### src/rtl/eth_ctrl_port_arbiter.sv
// -----------------------------------------------------------------------------
// eth_ctrl_port_arbiter
//
// Shares one register-controller port between two requesters. Each cycle, at
// most one requester is granted (round-robin). The grant is driven straight
// onto the controller strobes and fields in the same cycle. One cycle later
// the response (read data or zero for writes) is captured into that
// requester's 2-entry response FIFO.
//
// Ports
//   clk_i, reset_n_i           clock, asynchronous active-low reset
//   req_v_i/req_w_i[r]         request valid / write(1) or read(0)
//   req_addr_i/req_wmask_i/
//   req_data_i[r]              request fields
//   req_ready_and_o[r]         request accepted (combinational grant)
//   resp_v_o/resp_data_o[r]    buffered response to requester r
//   resp_ready_and_i[r]        requester r consumes its response
//   addr_o/write_mask_o/
//   write_data_o               shared controller fields
//   write_en_o/read_en_o       one-cycle controller strobes
//   read_data_i                controller read data, valid the cycle after
//                              read_en_o
//   busy_o                     access in flight or any response buffered
// -----------------------------------------------------------------------------
module eth_ctrl_port_arbiter #(
  parameter  int unsigned data_width_p  = 32,
  parameter  int unsigned addr_width_p  = 32,
  localparam int unsigned mask_width_lp = data_width_p / 8
) (
  input  logic                          clk_i,
  input  logic                          reset_n_i,

  input  logic [1:0]                    req_v_i,
  input  logic [1:0]                    req_w_i,
  input  logic [1:0][addr_width_p-1:0]  req_addr_i,
  input  logic [1:0][mask_width_lp-1:0] req_wmask_i,
  input  logic [1:0][data_width_p-1:0]  req_data_i,
  output logic [1:0]                    req_ready_and_o,

  output logic [1:0]                    resp_v_o,
  output logic [1:0][data_width_p-1:0]  resp_data_o,
  input  logic [1:0]                    resp_ready_and_i,

  output logic [addr_width_p-1:0]       addr_o,
  output logic [mask_width_lp-1:0]      write_mask_o,
  output logic [data_width_p-1:0]       write_data_o,
  output logic                          write_en_o,
  output logic                          read_en_o,
  input  logic [data_width_p-1:0]       read_data_i,

  output logic                          busy_o
);

  // ---------------------------------------------------------------------------
  // State
  // ---------------------------------------------------------------------------
  logic                                last_grant_q,  last_grant_d;
  logic                                inflight_v_q,  inflight_v_d;
  logic                                inflight_id_q, inflight_id_d;
  logic                                inflight_w_q,  inflight_w_d;

  logic [1:0][1:0][data_width_p-1:0]   fifo_mem_q;
  logic [1:0]                          wr_ptr_q, wr_ptr_d;
  logic [1:0]                          rd_ptr_q, rd_ptr_d;
  logic [1:0][1:0]                     occ_q,    occ_d;

  // ---------------------------------------------------------------------------
  // Arbitration
  // ---------------------------------------------------------------------------
  logic [1:0]                          eligible;
  logic [1:0]                          enq;
  logic [1:0]                          deq;
  logic                                grant_v;
  logic                                grant_id;
  logic [data_width_p-1:0]             enq_data;

  // Credit check uses registered occupancy plus the in-flight slot; a dequeue
  // happening this same cycle is deliberately not credited, which keeps the
  // grant path free of the response-ready input.
  always_comb begin
    eligible = '0;
    for (int unsigned r = 0; r < 2; r++) begin
      logic [1:0] pending;
      pending     = occ_q[r] + {1'b0, (inflight_v_q && (inflight_id_q == 1'(r)))};
      eligible[r] = req_v_i[r] && (pending < 2'd2);
    end
  end

  always_comb begin
    grant_id = 1'b0;
    if (eligible == 2'b11) begin
      grant_id = ~last_grant_q;
    end else if (eligible[1]) begin
      grant_id = 1'b1;
    end
    // Gating with reset keeps ready and strobes low while reset is held even
    // though the cleared state would otherwise make a requester eligible.
    grant_v = (|eligible) && reset_n_i;
  end

  assign req_ready_and_o = {grant_v && grant_id, grant_v && !grant_id};
  assign write_en_o      = grant_v &&  req_w_i[grant_id];
  assign read_en_o       = grant_v && !req_w_i[grant_id];

  // With no grant grant_id is 0, so requester 0 fields are forwarded.
  assign addr_o          = req_addr_i[grant_id];
  assign write_mask_o    = req_wmask_i[grant_id];
  assign write_data_o    = req_data_i[grant_id];

  always_comb begin
    last_grant_d  = last_grant_q;
    inflight_v_d  = grant_v;
    inflight_id_d = grant_id;
    inflight_w_d  = req_w_i[grant_id];
    if (grant_v) begin
      last_grant_d = grant_id;
    end
  end

  // ---------------------------------------------------------------------------
  // Response FIFOs
  // ---------------------------------------------------------------------------
  assign enq_data = inflight_w_q ? '0 : read_data_i;

  always_comb begin
    enq      = '0;
    deq      = '0;
    wr_ptr_d = wr_ptr_q;
    rd_ptr_d = rd_ptr_q;
    occ_d    = occ_q;
    for (int unsigned r = 0; r < 2; r++) begin
      enq[r] = inflight_v_q && (inflight_id_q == 1'(r));
      deq[r] = resp_v_o[r] && resp_ready_and_i[r];
      if (enq[r]) begin
        wr_ptr_d[r] = ~wr_ptr_q[r];
      end
      if (deq[r]) begin
        rd_ptr_d[r] = ~rd_ptr_q[r];
      end
      // Credit check guarantees no enqueue into a full FIFO.
      occ_d[r] = occ_q[r] + {1'b0, enq[r]} - {1'b0, deq[r]};
    end
  end

  always_comb begin
    resp_v_o    = '0;
    resp_data_o = '0;
    for (int unsigned r = 0; r < 2; r++) begin
      resp_v_o[r]    = (occ_q[r] != 2'd0);
      resp_data_o[r] = fifo_mem_q[r][rd_ptr_q[r]];
    end
  end

  assign busy_o = inflight_v_q || (|resp_v_o);

  // ---------------------------------------------------------------------------
  // Registers
  // ---------------------------------------------------------------------------
  always_ff @(posedge clk_i or negedge reset_n_i) begin
    if (!reset_n_i) begin
      last_grant_q  <= 1'b1;
      inflight_v_q  <= 1'b0;
      inflight_id_q <= 1'b0;
      inflight_w_q  <= 1'b0;
      wr_ptr_q      <= '0;
      rd_ptr_q      <= '0;
      occ_q         <= '0;
    end else begin
      last_grant_q  <= last_grant_d;
      inflight_v_q  <= inflight_v_d;
      inflight_id_q <= inflight_id_d;
      inflight_w_q  <= inflight_w_d;
      wr_ptr_q      <= wr_ptr_d;
      rd_ptr_q      <= rd_ptr_d;
      occ_q         <= occ_d;
    end
  end

  // Storage needs no reset: entries are only observed when occupancy says so.
  always_ff @(posedge clk_i) begin
    for (int unsigned r = 0; r < 2; r++) begin
      if (enq[r]) begin
        fifo_mem_q[r][wr_ptr_q[r]] <= enq_data;
      end
    end
  end

endmodule

### config.mk
export PLATFORM = sky130hd
export DESIGN_NAME = eth_ctrl_port_arbiter
export DESIGN_NICKNAME = d
export VERILOG_FILES = /design/src/rtl/eth_ctrl_port_arbiter.sv
export SDC_FILE = /design/constraint.sdc
export NUM_CORES = 1
export LEC_CHECK = 0
export BUFFER_PORTS_ARGS = -buffer_cell sky130_fd_sc_hd__buf_2
export CAP_MARGIN = 40
export CELL_PAD_IN_SITES_DETAIL_PLACEMENT = 1
export CELL_PAD_IN_SITES_GLOBAL_PLACEMENT = 1
export CORE_MARGIN = 10
export CORE_UTILIZATION = 39
export CTS_CLUSTER_DIAMETER = 40
export DETAILED_ROUTE_END_ITERATION = 10
export PLACE_DENSITY_LB_ADDON = 0.1
export RECOVER_POWER = 50
export SLEW_MARGIN = 20
export SYNTH_ARGS = -nofsm -noshare
export SYNTH_HDL_FRONTEND = slang
export SYNTH_SLANG_ARGS = --single-unit
### constraint.sdc
create_clock -name clk_i -period 3.85 [get_ports clk_i]
set_clock_uncertainty 0.15 [all_clocks]
set_input_delay 0.77 -clock clk_i [delete_from_list [all_inputs] [get_ports clk_i]]
set_output_delay 0.77 -clock clk_i [all_outputs]
set_load 0.01 [all_outputs]
=== Yosys cells after proc, flatten, opt, wreduce, memory -nomap -nowiden ===
Index checks and enable logic that the tools add are counted.
W data, S select, Z words.

* Bits in registers: 140
* Input port bits: 176
* Output and inout port bits: 139

* $add $sub $neg: 4
* Magnitude comparators: 9
* Equality and inequality tests: 1
* Multiplexer cells: 21
* Bitwise logic cells: 6
* Reductions and logical operators: 20

{| class="wikitable"
|+ Operator list
! kind !! number
|-
| $mux W32 || 11
|-
| $bwmux W64 || 2
|-
| $demux W32 S1 || 2
|-
| $logic_and A1 B1 Y1 || 13
|-
| $lt A1 B2 Y1 const B || 5
|-
| $mux W4 || 2
|-
| $not A1 Y1 || 6
|-
| $add A2 B1 Y2 || 2
|-
| $lt A2 B2 Y1 const B || 2
|-
| $mux W1 || 4
|-
| $reduce_bool A2 Y1 || 2
|-
| $reduce_or A2 Y1 || 2
|-
| $sub A2 B1 Y2 || 2
|-
| $eq A2 B2 Y1 const B || 1
|-
| $ge A1 B1 Y1 const B || 2
|-
| $logic_not A1 Y1 || 2
|-
| $logic_or A1 B1 Y1 || 1
|}

=== Depth between registers and ports, before layout ===
* Word-level depth: 11
* Gate-level depth with buffers: 7

=== Worst setup path after synthesis ===
Ideal clock, no wire load.

* Kind: reg-to-output
* From: register inflight_v_q
* To: output addr_o[0]
* Data arrival time: 1.997 ns
* Slack: 0.933 ns
* Stages on the path, launching flop included: 8
* Buffers on the path: 1
* Path through: dfrtp_1 -> nand2b_1 -> inv_1 -> ha_1 -> xor2_1 -> o311ai_4 -> buf_6 -> mux2_2

* Longest elaborated chain between the ends: 8
* Elaborated cells on any way between the ends: 13

{| class="wikitable"
|+ RTL lines
! what !! line !! text
|-
| start: declaration || 58 || <nowiki>logic inflight_v_q, inflight_v_d;</nowiki>
|-
| start signal: assignment || 170 || <nowiki>inflight_v_q <= inflight_v_d;</nowiki>
|-
| $logic_and A1 B1 Y1 || 84 || <nowiki>pending = occ_q[r] + {1'b0, (inflight_v_q && (inflight_id_q == 1'(r)))};</nowiki>
|-
| $add A2 B1 Y2 || 84 ||
|-
| $lt A2 B2 Y1 || 85 || <nowiki>eligible[r] = req_v_i[r] && (pending < 2'd2);</nowiki>
|-
| $logic_and A1 B1 Y1 || 85 ||
|-
| $eq A2 B2 Y1 / $mux W1 (equally long branches) || 91, 93 ||
|-
| $mux W1 * || 91 || <nowiki>if (eligible == 2'b11) begin</nowiki>
|-
| $mux W32 (implied by the code) * (2 in a row) || 106 || <nowiki>assign addr_o = req_addr_i[grant_id];</nowiki>
|-
| end: declaration || 44 || <nowiki>output logic [addr_width_p-1:0] addr_o,</nowiki>
|}

Mark *: on every way between the ends. The rest lies on a longest branch, timed or not. The select of a mux whose other input is x is not followed.

=== Worst setup path in the final report ===
* From: register inflight_v_q
* To: output write_data_o[27]

* Longest elaborated chain between the ends: 8
* Elaborated cells on any way between the ends: 13

{| class="wikitable"
|+ RTL lines
! what !! line !! text
|-
| $logic_and A1 B1 Y1 || 84 ||
|-
| $add A2 B1 Y2 || 84 ||
|-
| $lt A2 B2 Y1 || 85 ||
|-
| $logic_and A1 B1 Y1 || 85 ||
|-
| $eq A2 B2 Y1 / $mux W1 (equally long branches) || 91, 93 ||
|-
| $mux W1 * || 91 ||
|-
| $mux W32 (implied by the code) * (2 in a row) || 108 || <nowiki>assign write_data_o = req_data_i[grant_id];</nowiki>
|-
| end: declaration || 46 || <nowiki>output logic [data_width_p-1:0] write_data_o,</nowiki>
|}

Marks and branches as above.

==> flow_summary.ini <==
[global_routing]
grt_pass1_wl_mm = 30.9
track_usage = 0.187
grt_pass1_vias = 5126
grt_max_degree = 73
grt_overflow = 0
antenna_found_initial = 4

[power]
irDropWorstVdd_uv = 313
leakage_uw = 0.00373
power_density_nw_per_um2 = 670

[timing]
fmax_mhz = 276
setup_viol = 0
tightest_slew_ns = 1.62
slew_viol_final = 18
timing.final.crit_share = 0.942
tns_ns = 0
hold_viol = 0
finalCriticalPeriod_ns = 3.63
whs_ns = 0.308
rsz0062_at_grt = no
slew_headroom = -0.0823

[cells_and_area]
synthToLayoutAreaGrowth_pct = 38.9
final_area_um2 = 8790
drive_above_1_share = 0.692
multi_input_area_um2 = 2020
postLayoutCoreUtil = 0.553
fillers = 1666
fin_nets = 875
final-seq-area_um2 = 4150

[setup_path]
path_max_fanout = 72
r2r_slack_ns = 1.18
crit_chain = nand2_1, inv_1, ha_1, xnor2_1, o311ai_4, buf_12, mux2_4, buf_2
crit_family = XOR/XNOR gates
slowest_stage = xnor2_1
path_buf_inv = 3
required_ns = 2.93
cp-end-kind = output port
critPathArrivalTime_ns = 2.71
max_stage_delay_ns = 0.53
crit_type = reg2out
critPathLaunchType = register

[clock_network]
clk_pin_slew_ns = 0.06
postCtsHoldBufs = 0
h-tree-depth = 4
clockBufferDepth = 2
numCtsBuffers = 17
cts_setup_buffers = 0
cts-resized-gates = 0
cts_tree = done
clock-root-buffer = clkbuf_16
worstSkewPairLatency_ns = 0.41
cts.sinks = 140

[die]
initial_core_util = 0.398
design.core.area_um2 = 15900
die_w_um = 147
ioPinCount = 315
die_h_um = 147
rows = 46
die_area_um2 = 21700

[placement]
io_buffers = 314
gp_congestion = 0.814
dpl_cell_area_um2 = 8230
dp_hpwl_mm = 16.7

[synth]
seq_area_frac_synth = 0.655
synthDistinctLibCells = 27
syn-instance-count = 372
synth.yosys.warnings = 0
synth_nets = 552
synth_area_per_cell_um2 = 17.0
ys_ff_latch = 140
syn_area_um2 = 6330

[job]
max_cap_viol_count = 1

[run_status]
violations = capacitance limit, slew limit
status = finished with violations

[detailed_routing]
antenna_left = 0
drc = 0
firstDrtPassIters = 4
wl_per_cell_um = 22.6
via_per_inst = 4.78
routed_wl_mm = 20.9
drt_iter0_markers = 140
routed-via-count = 4428

[hold_path]
min_path_type = in2async
-- placed cells by master (no fill, tap or decap), drive strengths merged --
master	n
buf	319
mux2	133
edfxtp	128
nor2b	32
clkbuf	20
inv	15
dfrtp	11
xnor2	6
nand2	5
ha	4
clkinv	4
and2	3
xor2	3
nor2	3
bufinv	3
clkinvlp	3
diode	2
nand2b	2
or2	2
a21oi	2
nor3	2
o311ai	1
or3	1
a311o	1
o22ai	1
and3	1
o32ai	1
a31oi	1
dfstp	1
-- logic make-up after synthesis --
group	count (synthesis)	share of synthesized area
AO/OA/AOI/OAI	7	0.0109
flip-flops	140	0.655
buffers and inverters	28	0.0249
AND/OR/NAND/NOR	51	0.0469
adder cells (fa/ha/maj)	4	0.00791
multiplexers	133	0.241
XOR/XNOR	9	0.0136
-- where the power goes --
part           switching [uW]  total [uW]  internal, uW
combinational            1090        2120          1030
sequential                154        2110          1960
clock                     630        1660          1030
total                    1870        5890          4020
-- state kept, by name, summed over array words and instances (netlist names) --
signal / cells
last_grant_q: 1
fifo_mem_q: 128
inflight_w_q: 1
rd_ptr_q: 2
inflight_id_q: 1
inflight_v_q: 1
wr_ptr_q: 2
occ_q: 4
-- worst register-to-register path: cells and delay by family (launching register included) --
| family | cells | cell delay [ns] |
|---|---|---|
| buffers and inverters | 1 | 0.47 |
| AND/OR/NAND/NOR | 2 | 1.33 |
| flip-flops | 1 | 0.39 |
-- layer usage --
layer	vias up	part of all wire	global-route usage
met5	-	0.0010	0
met2	176	0.55	0.350
li1	2049	-	-
met3	31	0.073	0.0678
met1	2168	0.35	0.181
met4	4	0.024	0.0733
-- cell type report --
type	count	area share
Antenna cell	2	0.000569
Clock buffer	17	0.0484
Clock inverter	15	0.0212
Inverter	10	0.00427
Multi-Input combinational cell	204	0.230
Sequential cell	140	0.472
Tap cell	216	0.0307
Timing Repair Buffer	322	0.193
-- through the flow --
step	std cells	setup slack [ns]	power [uW]
floorplan	372	0.933	3420
global placement	887	0.666	4210
detailed placement	892	0.594	4340
CTS	924	0.145	6020
global route	926	0.0514	6190
finish	926	0.223	5890
-- worst paths after layout --
kind / from / end / cells after the start
min in group clk_i: wr_ptr_q[1] / wr_ptr_q[1] / 1
worst max register to register: inflight_v_q / fifo_mem_q[68] / 3
max in group asynchronous: reset_n_i / rd_ptr_q[0] / 1
worst min-delay path: reset_n_i / inflight_w_q / 1
worst max-delay path: inflight_v_q / write_data_o[27] / 8
worst min register to register: wr_ptr_q[1] / wr_ptr_q[1] / 1
-- cells in the mapped netlist --
cell | number | share of area
or3_1 | 1 | 0.00099
nor2b_1 | 32 | 0.032
mux2_2 | 126 | 0.22
a21oi_1 | 2 | 0.0016
buf_6 | 7 | 0.012
clkbuf_1 | 11 | 0.0065
inv_1 | 10 | 0.0059
xor2_1 | 3 | 0.0042
nand2b_1 | 2 | 0.0020
edfxtp_1 | 128 | 0.61
o32ai_1 | 1 | 0.0014
and2_1 | 3 | 0.0030
mux2_4 | 7 | 0.017
or2_2 | 2 | 0.0020
o22ai_1 | 1 | 0.00099
o311ai_4 | 1 | 0.0042
and3_1 | 1 | 0.00099
xnor2_2 | 1 | 0.0026
nand2_1 | 5 | 0.0030
nor2_1 | 3 | 0.0018
dfstp_2 | 1 | 0.0042
ha_1 | 4 | 0.0079
dfrtp_1 | 11 | 0.043
nor3_1 | 2 | 0.0016
a311o_2 | 1 | 0.0018
a31oi_1 | 1 | 0.00099
xnor2_1 | 5 | 0.0069
(Power assumes the default switching activity.)
